==> src/rtl/uart_pkg.sv <==
// rtl/uart_pkg.sv - shared UART state encoding, parity codes and frame timing helpers
package uart_pkg;

  typedef enum logic [2:0] {
    ST_IDLE,
    ST_START,
    ST_DATA,
    ST_PARITY,
    ST_STOP
  } uart_state_e;

  localparam int PARITY_NONE = 0;
  localparam int PARITY_EVEN = 1;
  localparam int PARITY_ODD  = 2;

  function automatic int clks_per_bit(input int freq, input int baud);
    return freq / baud;
  endfunction

  function automatic int frame_bits(input int data_bits, input int parity, input int stop_bits);
    return 1 + data_bits + ((parity != PARITY_NONE) ? 1 : 0) + stop_bits;
  endfunction

endpackage

==> src/rtl/uart_bit_timer.sv <==
// rtl/uart_bit_timer.sv - bit-period cycle counter with sync clear/enable and terminal-count tick
module uart_bit_timer #(
  parameter int CLKS_PER_BIT = 434
) (
  input  logic clk,
  input  logic rst,
  input  logic clr,
  input  logic en,
  output logic tick
);

  localparam int CW = $clog2(CLKS_PER_BIT);
  localparam logic [CW-1:0] TERM = CW'(CLKS_PER_BIT - 1);

  logic [CW-1:0] cnt_q;
  logic [CW-1:0] cnt_d;

  assign tick = en && (cnt_q == TERM);

  always_comb begin
    cnt_d = cnt_q;
    if (clr) begin
      cnt_d = '0;
    end else if (en) begin
      cnt_d = tick ? '0 : cnt_q + 1'b1;
    end
  end

  always_ff @(posedge clk) begin
    if (rst) begin
      cnt_q <= '0;
    end else begin
      cnt_q <= cnt_d;
    end
  end

endmodule

==> src/rtl/uart_tx_param.sv <==
// rtl/uart_tx_param.sv - parametrised UART transmitter with ready/valid input and busy/done status
module uart_tx_param
  import uart_pkg::*;
#(
  parameter int CLK_FREQ  = 50_000_000,
  parameter int BAUD_RATE = 115_200,
  parameter int DATA_BITS = 8,
  parameter int PARITY    = 1,
  parameter int STOP_BITS = 1
) (
  input  logic                 clk,
  input  logic                 rst,
  input  logic                 tx_valid,
  input  logic [DATA_BITS-1:0] tx_data,
  output logic                 tx_ready,
  output logic                 serial_out,
  output logic                 busy,
  output logic                 tx_done
);

  localparam int CLKS_PER_BIT = clks_per_bit(CLK_FREQ, BAUD_RATE);
  localparam logic [3:0] LAST_DATA = 4'(DATA_BITS - 1);
  localparam logic [3:0] LAST_STOP = 4'(STOP_BITS - 1);

  if (CLKS_PER_BIT < 2 || DATA_BITS < 5 || DATA_BITS > 9 || PARITY < 0 || PARITY > 2 ||
      (STOP_BITS != 1 && STOP_BITS != 2)) begin : g_param_err
    $error("uart_tx_param: illegal parameter set");
  end

  uart_state_e          state_q, state_d;
  logic [DATA_BITS-1:0] shift_q, shift_d;
  logic                 parity_q, parity_d;
  logic [3:0]           bit_cnt_q, bit_cnt_d;
  logic                 serial_q, serial_d;
  logic                 done_q, done_d;
  logic                 bit_tick;

  uart_bit_timer #(.CLKS_PER_BIT(CLKS_PER_BIT)) u_timer (
    .clk  (clk),
    .rst  (rst),
    .clr  (state_q == ST_IDLE),
    .en   (state_q != ST_IDLE),
    .tick (bit_tick)
  );

  assign tx_ready   = (state_q == ST_IDLE) && !rst;
  assign serial_out = serial_q;
  assign busy       = (state_q != ST_IDLE);
  assign tx_done    = done_q;

  // Line level is registered from the current state, so it trails the FSM by one cycle.
  always_comb begin
    state_d   = state_q;
    shift_d   = shift_q;
    parity_d  = parity_q;
    bit_cnt_d = bit_cnt_q;
    done_d    = 1'b0;
    serial_d  = 1'b1;
    case (state_q)
      ST_IDLE: begin
        if (tx_valid && tx_ready) begin
          shift_d   = tx_data;
          parity_d  = (PARITY == PARITY_ODD) ? ~^tx_data : ^tx_data;
          bit_cnt_d = '0;
          state_d   = ST_START;
        end
      end
      ST_START: begin
        serial_d = 1'b0;
        if (bit_tick) state_d = ST_DATA;
      end
      ST_DATA: begin
        serial_d = shift_q[0];
        if (bit_tick) begin
          shift_d = shift_q >> 1;
          if (bit_cnt_q == LAST_DATA) begin
            bit_cnt_d = '0;
            state_d   = (PARITY == PARITY_NONE) ? ST_STOP : ST_PARITY;
          end else begin
            bit_cnt_d = bit_cnt_q + 4'd1;
          end
        end
      end
      ST_PARITY: begin
        serial_d = parity_q;
        if (bit_tick) state_d = ST_STOP;
      end
      ST_STOP: begin
        if (bit_tick) begin
          if (bit_cnt_q == LAST_STOP) begin
            bit_cnt_d = '0;
            state_d   = ST_IDLE;
            done_d    = 1'b1;
          end else begin
            bit_cnt_d = bit_cnt_q + 4'd1;
          end
        end
      end
      default: state_d = ST_IDLE;
    endcase
  end

  always_ff @(posedge clk) begin
    if (rst) begin
      state_q   <= ST_IDLE;
      shift_q   <= '0;
      parity_q  <= 1'b0;
      bit_cnt_q <= '0;
      serial_q  <= 1'b1;
      done_q    <= 1'b0;
    end else begin
      state_q   <= state_d;
      shift_q   <= shift_d;
      parity_q  <= parity_d;
      bit_cnt_q <= bit_cnt_d;
      serial_q  <= serial_d;
      done_q    <= done_d;
    end
  end

endmodule
==> config.mk <==
export PLATFORM = sky130hd
export DESIGN_NAME = uart_tx_param
export DESIGN_NICKNAME = d
export VERILOG_FILES = /design/src/rtl/uart_pkg.sv /design/src/rtl/uart_bit_timer.sv /design/src/rtl/uart_tx_param.sv
export SDC_FILE = /design/constraint.sdc
export NUM_CORES = 1
export LEC_CHECK = 0
export BUFFER_PORTS_ARGS = -buffer_cell sky130_fd_sc_hd__buf_2
export CORE_UTILIZATION = 35
export DETAILED_ROUTE_END_ITERATION = 16
export SLEW_MARGIN = 20
export SYNTH_ARGS = -nofsm -noshare
export SYNTH_HDL_FRONTEND = slang
export SYNTH_SLANG_ARGS = --single-unit
export TNS_END_PERCENT = 100
==> constraint.sdc <==
create_clock -name clk -period 4.05 [get_ports clk]
set_input_delay 0.81 -clock clk [delete_from_list [all_inputs] [get_ports clk]]
set_output_delay 0.81 -clock clk [all_outputs]
set_load 0.01 [all_outputs]
After elaboration in Yosys (flattened, before gate mapping)
Cells that the tools add are included.

Add/sub/neg operators: 2. Mux-type cells: 20. Reduce and logical (&&, ||, !) cells: 16. Bitwise logic cells: 2. Eq/ne operators: 13.

Operators by type and width (number): $mux 3 (7); $mux 4 (5); $mux 8 (2); $pmux 8 s2 (1); $pmux 3 s5 (1); $pmux 4 s3 (1); $add 9x1->9 const B (1); $eq 9x9->1 const B (1); $mux 9 (1); $ne 2x1->1 const B (4); $reduce_xor 8->1 (1); $reduce_and 7->1 (1); $eq 3x2->1 const B (2); $ne 2x2->1 const B (3); $reduce_bool 3->1 (2); $add 4x1->4 const B (1); $eq 4x3->1 const B (1); $logic_not 4->1 (1); $reduce_and 4->1 (1); $eq 3x1->1 const B (1); $eq 3x3->1 const B (1); $logic_and 1x1->1 (3); $logic_not 3->1 (1); $pmux 1 s3 (1); other kinds (8) (9).

Output and inout port bits: 4. Logic and storage cells: 60. Input port bits: 11. Register bits after elaboration: 27.

Logic depth before layout (Yosys ltp)
Gate-level depths: netlist of run 1.

Depth in word-level cells: 5. Depth in mapped cells: 8. Gate-level depth less buffers: 6.

Cells and area by module
From an unflattened synthesis of run 1, not the netlist that was laid out.

Cells, all modules: 167. Area total of the unflattened synthesis: 1502.7 µm².

Modules (own cells, without submodules): uart_tx_param (seq. area each 360.3 µm², times used 1, area an instance 1032.2 µm², cells each 114); uart_bit_timer (seq. area each 180.2 µm², times used 1, area an instance 470.5 µm², cells each 53).

Worst setup path after synthesis of run 1
OpenSTA, ideal clock, no wires.

Path kind: input port to output port. Start point: in rst. End point: out tx_ready. Setup slack: 1.955 ns. Path buffers: 1. Stages on the path: 2. Data required time: 3.240 ns. Data arrival time: 1.285 ns. Cell sequence: clkbuf_1 > nor4_2.

Cells in the longest elaborated chain, start to end: 2.

RTL lines: start: declaration (line uart_tx_param.sv:12) `input logic rst,`; $logic_not 1->1 (line uart_tx_param.sv:46) `assign tx_ready = (state_q == ST_IDLE) && !rst;`; $logic_and 1x1->1 (line uart_tx_param.sv:46); end: declaration (line uart_tx_param.sv:15) `output logic tx_ready,`.

Every way passes these cells.

Worst setup path in the final report of run 1
Ends and elaborated chain as after synthesis.

==> results of run 1 <==
-- sequential cells by signal, summed over array words and instances, names as in the netlist --
register and flops:
bit_cnt_q 4, shift_q 8, state_q 3, serial_out 1, tx_done 1, u_timer.cnt_q 9
parity_q 1
-- placed cells by master, fill, tap and decap left out --
cell type / n
buf_2: 14
and3_1: 3
a21oi_1: 4
nor2_1: 10
dfxtp_1: 27
o211ai_1: 1
or3b_4: 1
nor3b_4: 1
o32ai_1: 2
nor3b_1: 2
xnor2_1: 7
nand3_1: 10
o22ai_1: 1
a22oi_1: 3
and3b_1: 1
a21o_1: 1
nor4_2: 1
clkbuf_1: 1
ha_1: 4
a21bo_1: 1
o21ai_1: 3
nand2_1: 23
or3_1: 1
a2111o_1: 1
or3b_1: 2
nor3_1: 9
inv_1: 7
nand4_1: 6
xor2_1: 9
and4b_1: 1
o311a_1: 1
and2_1: 2
and4bb_2: 1
clkbuf_8: 3
a311oi_1: 7
o2111ai_1: 2
-- cells by family after synthesis --
group | after synthesis | share of synthesized area
flops | 27 | 0.378
buf+inv | 17 | 0.0647
xor+xnor | 16 | 0.0980
compound gates | 27 | 0.144
simple gates | 74 | 0.280
fa+ha+maj | 4 | 0.0350
-- per-stage QoR --
step                      total power (W)  cell area, µm²  setup WS, ns  hold WS [ns]   util
after floorplan                  0.000324            1430          1.95         0.437      -
after global placement           0.000337            1490          1.81         0.452  0.393
after detailed placement         0.000339            1490          1.79         0.454  0.393
after CTS                        0.000491            1540          1.80         0.468  0.405
after global routing             0.000509            1540          1.71         0.494  0.405
final                            0.000488            1540          1.79         0.464  0.405
-- power by group through the flow --
stage	registers (W)	clock network, W	logic, W
2_1_floorplan	0.000284	0	0.0000395
4_1_cts	0.000281	0.000158	0.0000515
6_report	0.000281	0.000155	0.0000514
3_3_place_gp	0.000287	0	0.0000496
5_1_grt	0.000283	0.000169	0.0000571
3_5_place_dp	0.000287	0	0.0000514
-- path summary, 6_finish.rpt --
kind | end | depth (start not counted) | slack (ns)
max | tx_ready | 3 | 1.79
min | parity_q | 2 | 0.46
max reg2reg | shift_q[5] | 4 | 2.15
min reg2reg | parity_q | 2 | 0.46
-- per-layer routing --
| metal | global-route usage | vias to the layer above | wire (µm) |
|---|---|---|---|
| met1 | 0.199 | 584 | 1510 |
| met2 | 0.258 | 16 | 1390 |
| met5 | 0 | - | 0 |
| met3 | 0.0224 | 6 | 56 |
| met4 | 0.0734 | 0 | 60 |
| li1 | - | 606 | - |
-- worst min-delay path, delay by kind of cell, from the launching register on --
family / cells / cell delay [ns]
AO/OA/AOI/OAI: 1 / 0.05
flip-flops: 1 / 0.32
AND/OR/NAND/NOR: 1 / 0.06
-- cell usage after synthesis (2+ instances only) --
library cell and number:
a311oi_1 7, a22oi_1 3, ha_1 4, nor3b_1 2
buf_2 2, xor2_1 9, nor2_1 10, o21ai_1 3
buf_6 2, nand2_1 23, o32ai_1 2, or3b_1 2
nand3_1 10, and2_1 2, nand4_1 6, nor3_1 9
buf_4 3, o2111ai_1 2, clkbuf_1 3, xnor2_1 7
and3_1 3, inv_1 7, dfxtp_1 27, a21oi_1 4
-- layout make-up --
type                    instances  area, µm²  share of cell area
inverters                       7       26.3              0.0171
flip-flops and latches         27        541               0.351
well taps                      48       60.1              0.0390
multi-input cells             121        797               0.518
clock buffers                   4       45.0              0.0293
repair buffers                 14       70.1              0.0455
==> tab_implementation.tex, run 1 <==
\begin{tabular}{lr}
\hline
Metric & Value \\
\hline
\multicolumn{2}{l}{\textbf{Outcome}} \\
Result of the run & completed \\
\multicolumn{2}{l}{\textbf{Synthesis}} \\
Post-synthesis async set-or-reset flop share & 0 \\
Post-synthesis cell count & 165 \\
Number of flops mapped to enable cells by yosys & 0 \\
Nets in the synthesized netlist & 180 \\
Leading post-synthesis cells by cell area & dfxtp\_1 38\%, nand2\_1 6.0\%, xor2\_1 5.5\% \\
Number of warning messages in the yosys log & 0 \\
Flip-flop and latch count after synthesis & 27 \\
Share of Yosys cell area claimed by the top area cell type & 0.378 \\
Most used flip-flop cell after synthesis & dfxtp\_1 \\
Netlist area before placement & about 1400 µm² \\
Mean cell area of the mapped netlist & a little under 9 µm² \\
Cell type with the largest total area after synthesis & dfxtp\_1 \\
Sequential cell area fraction in the yosys report & 0.378 \\
Post-synth cell types & 37 \\
\multicolumn{2}{l}{\textbf{Setup path}} \\
Startpoint-to-endpoint class of the critical path & input port to output pin \\
Crit path buffers/inverters & 2 \\
Crit path DAT & between 1 and 1.5 ns \\
Maximum net fanout on the critical path & 18 \\
Critical-path cell with the highest stage delay & nor4\_2 \\
Chain of cells forming the critical path & buf\_2 > nor4\_2 > buf\_2 \\
Library cell appearing most often on the critical path & buf\_2 \\
Start of the worst register-to-register path & state\_q[1] \\
Timing startpoint of the critical path & rst \\
Startpoint type of the worst setup path & input port \\
CP top delay family & buffers and inverters \\
CP Data Required Time & roughly 3.2 ns \\
Critical path endpoint category & output pin \\
Critical path's largest stage delay & between 0.2 and 0.25 ns \\
\multicolumn{2}{l}{\textbf{Finish}} \\
Number of inserted filler cells in the final layout & 395 \\
Growth of design area from synthesis to finish & 7.61\% \\
Non-filler cells in the finished layout & between 200 and 250 \\
Net count reported at finish & 189 \\
ANT cells & 0 \\
Fraction of layout cells with a size suffix above 1 & 0.121 \\
\multicolumn{2}{l}{\textbf{Route}} \\
DRC & 0 \\
Routed wire length & $\sim$3000 µm \\
Vias after detailed routing & 1212 \\
Iteration-0 DRC count of the detailed router & just under 60 \\
TritonRoute pass-1 iters & 4 \\
Vias per cell & 5.48 \\
Average wire per cell in the routed design & approximately 14 µm \\
Detail Route Antenna Nets & 0 \\
\multicolumn{2}{l}{\textbf{CTS}} \\
Maximum clock path buffer count & 2 \\
Root buffer selected by CTS & clkbuf\_8 \\
TritonCTS clock tree & done \\
Hold-fix buffer count after cts & 0 \\
Clock Sink Count & 27 \\
Post-CTS clock slew at the launch and capture registers of the worst setup and hold paths & roughly 0.10 ns \\
Post-CTS resize count & 0 \\
Number of clock buffers inserted by TritonCTS & 3 \\
Clock H-tree levels & 1 \\
Insertion delay of the later-clocked pin in the worst-skew pair & about 0.27 ns \\
Post-CTS setup-driven buffer insertion count & 0 \\
\multicolumn{2}{l}{\textbf{Floorplan}} \\
DIE AREA & 4350 µm² \\
Initial cell density of the core & 0.376 \\
Number of rows in the core area & 22 \\
Die height & roughly 66 µm \\
I/O pins & 15 \\
X dimension of the die & about 66 µm \\
Core footprint & around 3800 µm² \\
\multicolumn{2}{l}{\textbf{Global route}} \\
First-pass GRT wire length & about 5300 µm \\
GRT Resource Usage Total & 0.156 \\
Pin count of the biggest net entering global routing & 19 \\
Number of global-route vias before repair & between 1000 and 1500 \\
Grt ovf & 0 \\
Initial antenna violation count & 0 \\
\multicolumn{2}{l}{\textbf{Place}} \\
I/O Buffers & 14 \\
Total half-perimeter wirelength after legalization and detailed placement & 2120 µm \\
Routability Congestion & 0.873 \\
Cell total after placement & approximately 220 \\
\multicolumn{2}{l}{\textbf{STA}} \\
Max transition margin & 0.666 \\
Final Skew & roughly 0.0067 ns \\
Final total negative setup slack & 0 ns \\
Setup violators final & 0 \\
Period utilisation layout & 0.557 \\
Final number of max-transition violations & 0 \\
Clock period minus final worst setup slack & roughly 2.3 ns \\
Fmax & between 0.4 and 0.5 GHz \\
Worst Tran Pin Value & between 0.4 and 0.5 ns \\
RSZ-0062 raised after global routing & false \\
Final count of hold timing violations & 0 \\
\multicolumn{2}{l}{\textbf{Hold path}} \\
HP Class & flip-flop to flip-flop \\
Beginning of the worst hold path & parity\_q \\
\multicolumn{2}{l}{\textbf{Pwr}} \\
Switching power of the nets & approximately 0.00012 W \\
Pwr dens & $\sim$320 nW/µm² \\
Relative contribution of combinational cells to total power & 0.105 \\
Cell-internal power & between 0.0003 and 0.0004 W \\
Reported leakage power & around 0.58 nW \\
Share of total power consumed by net switching & 0.246 \\
Worst VDD drop & slightly below 100 µV \\
Proportion of power drawn by flip-flops and latches & 0.576 \\
Proportion of power drawn by the clock network & 0.318 \\
\multicolumn{2}{l}{\textbf{Job}} \\
Maximum Capacitance Violations & 0 \\
\hline
\end{tabular}
No activity file was read; power rests on OpenSTA's default activity.
==> inputs of run 2 (changes only) <==
Clock period 4.05 ns to 2 ns, I/O delays scaled along.
==> run 2 against run 1 <==
  * Power grew 100%
  * Clock skew shrank 0.0019 ns
  * Utilization grew 0.59 points
  * Clock power grew 97%
  * Non-clock buffer count grew 3
  * Worst hold slack lost 0.058 ns
  * Register-to-register slack lost 2.0 ns
  * Critical path type is now flip-flop to flip-flop
  * Flip-flop and latch count is the same
==> tab_implementation.tex, run 2 (synthesis gave the netlist of run 1 again) <==
\begin{tabular}{lr}
\hline
Metric & Value \\
\hline
\multicolumn{2}{l}{\textbf{Pwr}} \\
Proportion of power drawn by the clock network & 0.311 (-0.007) \\
Switching power of the nets & 0.000236 W (+96\%) \\
Proportion of power drawn by flip-flops and latches & 0.581 (+0.005) \\
Worst VDD drop & 198 µV (+100\%) \\
Relative contribution of combinational cells to total power & 0.108 (+0.003) \\
Cell-internal power & 0.000746 W (+100\%) \\
Share of total power consumed by net switching & 0.240 (-0.00620) \\
Pwr dens & 629 nW/µm² (+98\%) \\
Reported leakage power & 0.590 nW (+2.5\%) \\
\multicolumn{2}{l}{\textbf{Global route}} \\
Initial antenna violation count & 0 (unchanged) \\
First-pass GRT wire length & 5230 µm (-1.4\%) \\
Pin count of the biggest net entering global routing & 18 (-1) \\
Number of global-route vias before repair & 1155 (-2.4\%) \\
GRT Resource Usage Total & 0.154 (-0.00212) \\
Grt ovf & 0 (unchanged) \\
\multicolumn{2}{l}{\textbf{Hold path}} \\
HP Class & input port to flip-flop \\
Worst hold stages & 3 (+1) \\
Terminating pin of the worst hold path & shift\_q[7] \\
Beginning of the worst hold path & tx\_data[7] \\
\multicolumn{2}{l}{\textbf{Setup path}} \\
CP top delay family & flip-flops \\
Worst-case reg-to-reg path depth & 4 (unchanged) \\
Start of the worst register-to-register path & state\_q[2] \\
Startpoint-to-endpoint class of the critical path & flip-flop to flip-flop \\
Critical path's largest stage delay & 0.61 ns (+0.38 ns) \\
Reg2reg setup slack & 0.20 ns (-1.95 ns) \\
Critical path endpoint category & flip-flop \\
Crit path DAT & 2.00 ns (+0.55 ns) \\
Chain of cells forming the critical path & xor2\_1 > nand4\_1 > a21bo\_1 > o22ai\_1 \\
CP Data Required Time & 2.19 ns (-1.05 ns) \\
Startpoint type of the worst setup path & flip-flop \\
Maximum net fanout on the critical path & 12 (-6) \\
Worst reg2reg endpoint & bit\_cnt\_q[3] \\
Crit path buffers/inverters & 0 (-2) \\
Critical-path cell with the highest stage delay & dfxtp\_1 \\
\multicolumn{2}{l}{\textbf{STA}} \\
Final number of max-transition violations & 0 (unchanged) \\
Clock period minus final worst setup slack & 1.80 ns \\
Worst setup margin & 0.197 ns (-1.60 ns) \\
Final total negative setup slack & 0 ns (unchanged) \\
Worst Tran Pin Value & 0.472 ns (-0.0276 ns) \\
Setup violators final & 0 (unchanged) \\
RSZ-0062 raised after global routing & false \\
Period utilisation layout & 0.902 \\
Max transition margin & 0.685 (+0.0184) \\
Final count of hold timing violations & 0 (unchanged) \\
Fmax & between 0.5 and 0.6 GHz \\
Final Skew & 0.00480 ns (-0.00189 ns) \\
\multicolumn{2}{l}{\textbf{Place}} \\
Cell total after placement & 220 (+1.4\%) \\
Setup slack at placement & 0.247 ns (-1.55 ns) \\
Total half-perimeter wirelength after legalization and detailed placement & 2200 µm (+3.9\%) \\
Routability Congestion & 0.864 (-1.1\%) \\
Post-detailed-placement cell area & 1520 µm² (+1.5\%) \\
I/O Buffers & 14 (unchanged) \\
\multicolumn{2}{l}{\textbf{Floorplan}} \\
Number of rows in the core area & 22 (unchanged) \\
DIE AREA & 4350 µm² (unchanged) \\
X dimension of the die & 65.9 µm (unchanged) \\
I/O pins & 15 (unchanged) \\
Core footprint & 3800 µm² (unchanged) \\
Die height & 65.9 µm (unchanged) \\
Initial cell density of the core & 0.376 (unchanged) \\
\multicolumn{2}{l}{\textbf{Route}} \\
Vias after detailed routing & 1219 (+0.58\%) \\
Vias per cell & 5.44 (-0.77\%) \\
Iteration-0 DRC count of the detailed router & 47 (-19\%) \\
Routed wire length & 3060 µm (+1.5\%) \\
Average wire per cell in the routed design & 13.7 µm (+0.10\%) \\
TritonRoute pass-1 iters & 4 (unchanged) \\
DRC & 0 (unchanged) \\
Detail Route Antenna Nets & 0 (unchanged) \\
\multicolumn{2}{l}{\textbf{CTS}} \\
Maximum clock path buffer count & 2 (unchanged) \\
Insertion delay of the later-clocked pin in the worst-skew pair & 0.27 ns (about the same) \\
Clock H-tree levels & 1 (unchanged) \\
Hold-fix buffer count after cts & 0 (unchanged) \\
Post-CTS clock slew at the launch and capture registers of the worst setup and hold paths & 0.09 ns (about the same) \\
Clock Sink Count & 27 (unchanged) \\
TritonCTS clock tree & done \\
Number of clock buffers inserted by TritonCTS & 3 (unchanged) \\
Post-CTS setup-driven buffer insertion count & 0 (unchanged) \\
Post-CTS resize count & 0 (unchanged) \\
Root buffer selected by CTS & clkbuf\_8 \\
\multicolumn{2}{l}{\textbf{Finish}} \\
Non-filler cells in the finished layout & 224 (+1.4\%) \\
Registers with the most flip-flops & u\_timer.cnt\_q x9, shift\_q x8, bit\_cnt\_q x4 \\
Largest register FFs & 9 (unchanged) \\
Final core utilization & 0.411 (+0.00593) \\
ANT cells & 0 (unchanged) \\
Fraction of layout cells with a size suffix above 1 & 0.136 (+0.0150) \\
Post-Layout Inst Area & 1560 µm² (+1.5\%) \\
Top register by number of flip-flops & u\_timer.cnt\_q \\
Net count reported at finish & 192 (+1.6\%) \\
Most used cells in the layout excluding fill and tap cells & 27 x dfxtp\_1, 23 x nand2\_1, 14 x buf\_2 \\
Growth of design area from synthesis to finish & 9.19\% \\
Most common cell after layout, fill and taps aside & dfxtp\_1 \\
\multicolumn{2}{l}{\textbf{Job}} \\
Maximum Capacitance Violations & 0 (unchanged) \\
\multicolumn{2}{l}{\textbf{Outcome}} \\
Result of the run & completed \\
\hline
\end{tabular}
-- run 2: stage by stage --
step	hold slack [ns]	total power, W
global placement	0.457	0.000686
CTS	0.397	0.000997
floorplan	0.437	0.000656
detailed placement	0.463	0.000688
finish	0.406	0.000982
global route	0.415	0.00103
-- run 2: layout make-up --
| cell class | count | area (µm²) |
|---|---|---|
| clock buffer | 4 | 45.0 |
| fill | 401 | 2240 |
| inverter | 7 | 26.3 |
| multi-input combinational | 121 | 797 |
| sequential | 27 | 541 |
| tap | 48 | 60.1 |
| timing repair buffer | 17 | 92.6 |
-- run 2: power groups by stage --
stage | clock network [W] | logic (W) | registers (W)
detailed placement | 0 | 0.000106 | 0.000582
global placement | 0 | 0.000104 | 0.000582
floorplan | 0 | 0.0000799 | 0.000576
global route | 0.000337 | 0.000120 | 0.000572
CTS | 0.000321 | 0.000107 | 0.000570
finish | 0.000305 | 0.000106 | 0.000571
-- run 2: tightest hold or removal path, cell delays in order --
cell,delay (ns)
buf_2,0.11
nand3_1,0.06
a21oi_1,0.06
-- run 2: worst max path at each step --
stage,from,endpoint,cells after the start
6_report,state_q[2],bit_cnt_q[3],4
3_3_place_gp,state_q[1],shift_q[3],4
3_5_place_dp,state_q[2],bit_cnt_q[3],4
4_1_cts,state_q[1],busy,2
2_1_floorplan,rst,bit_cnt_q[3],5
5_1_grt,state_q[2],bit_cnt_q[3],4
-- run 2: layer usage --
layer / routed length [µm] / GRT usage
met1: 1520 / 0.197
met4: 48 / 0.0870
met2: 1410 / 0.245
met5: 0 / 0
met3: 82 / 0.0241
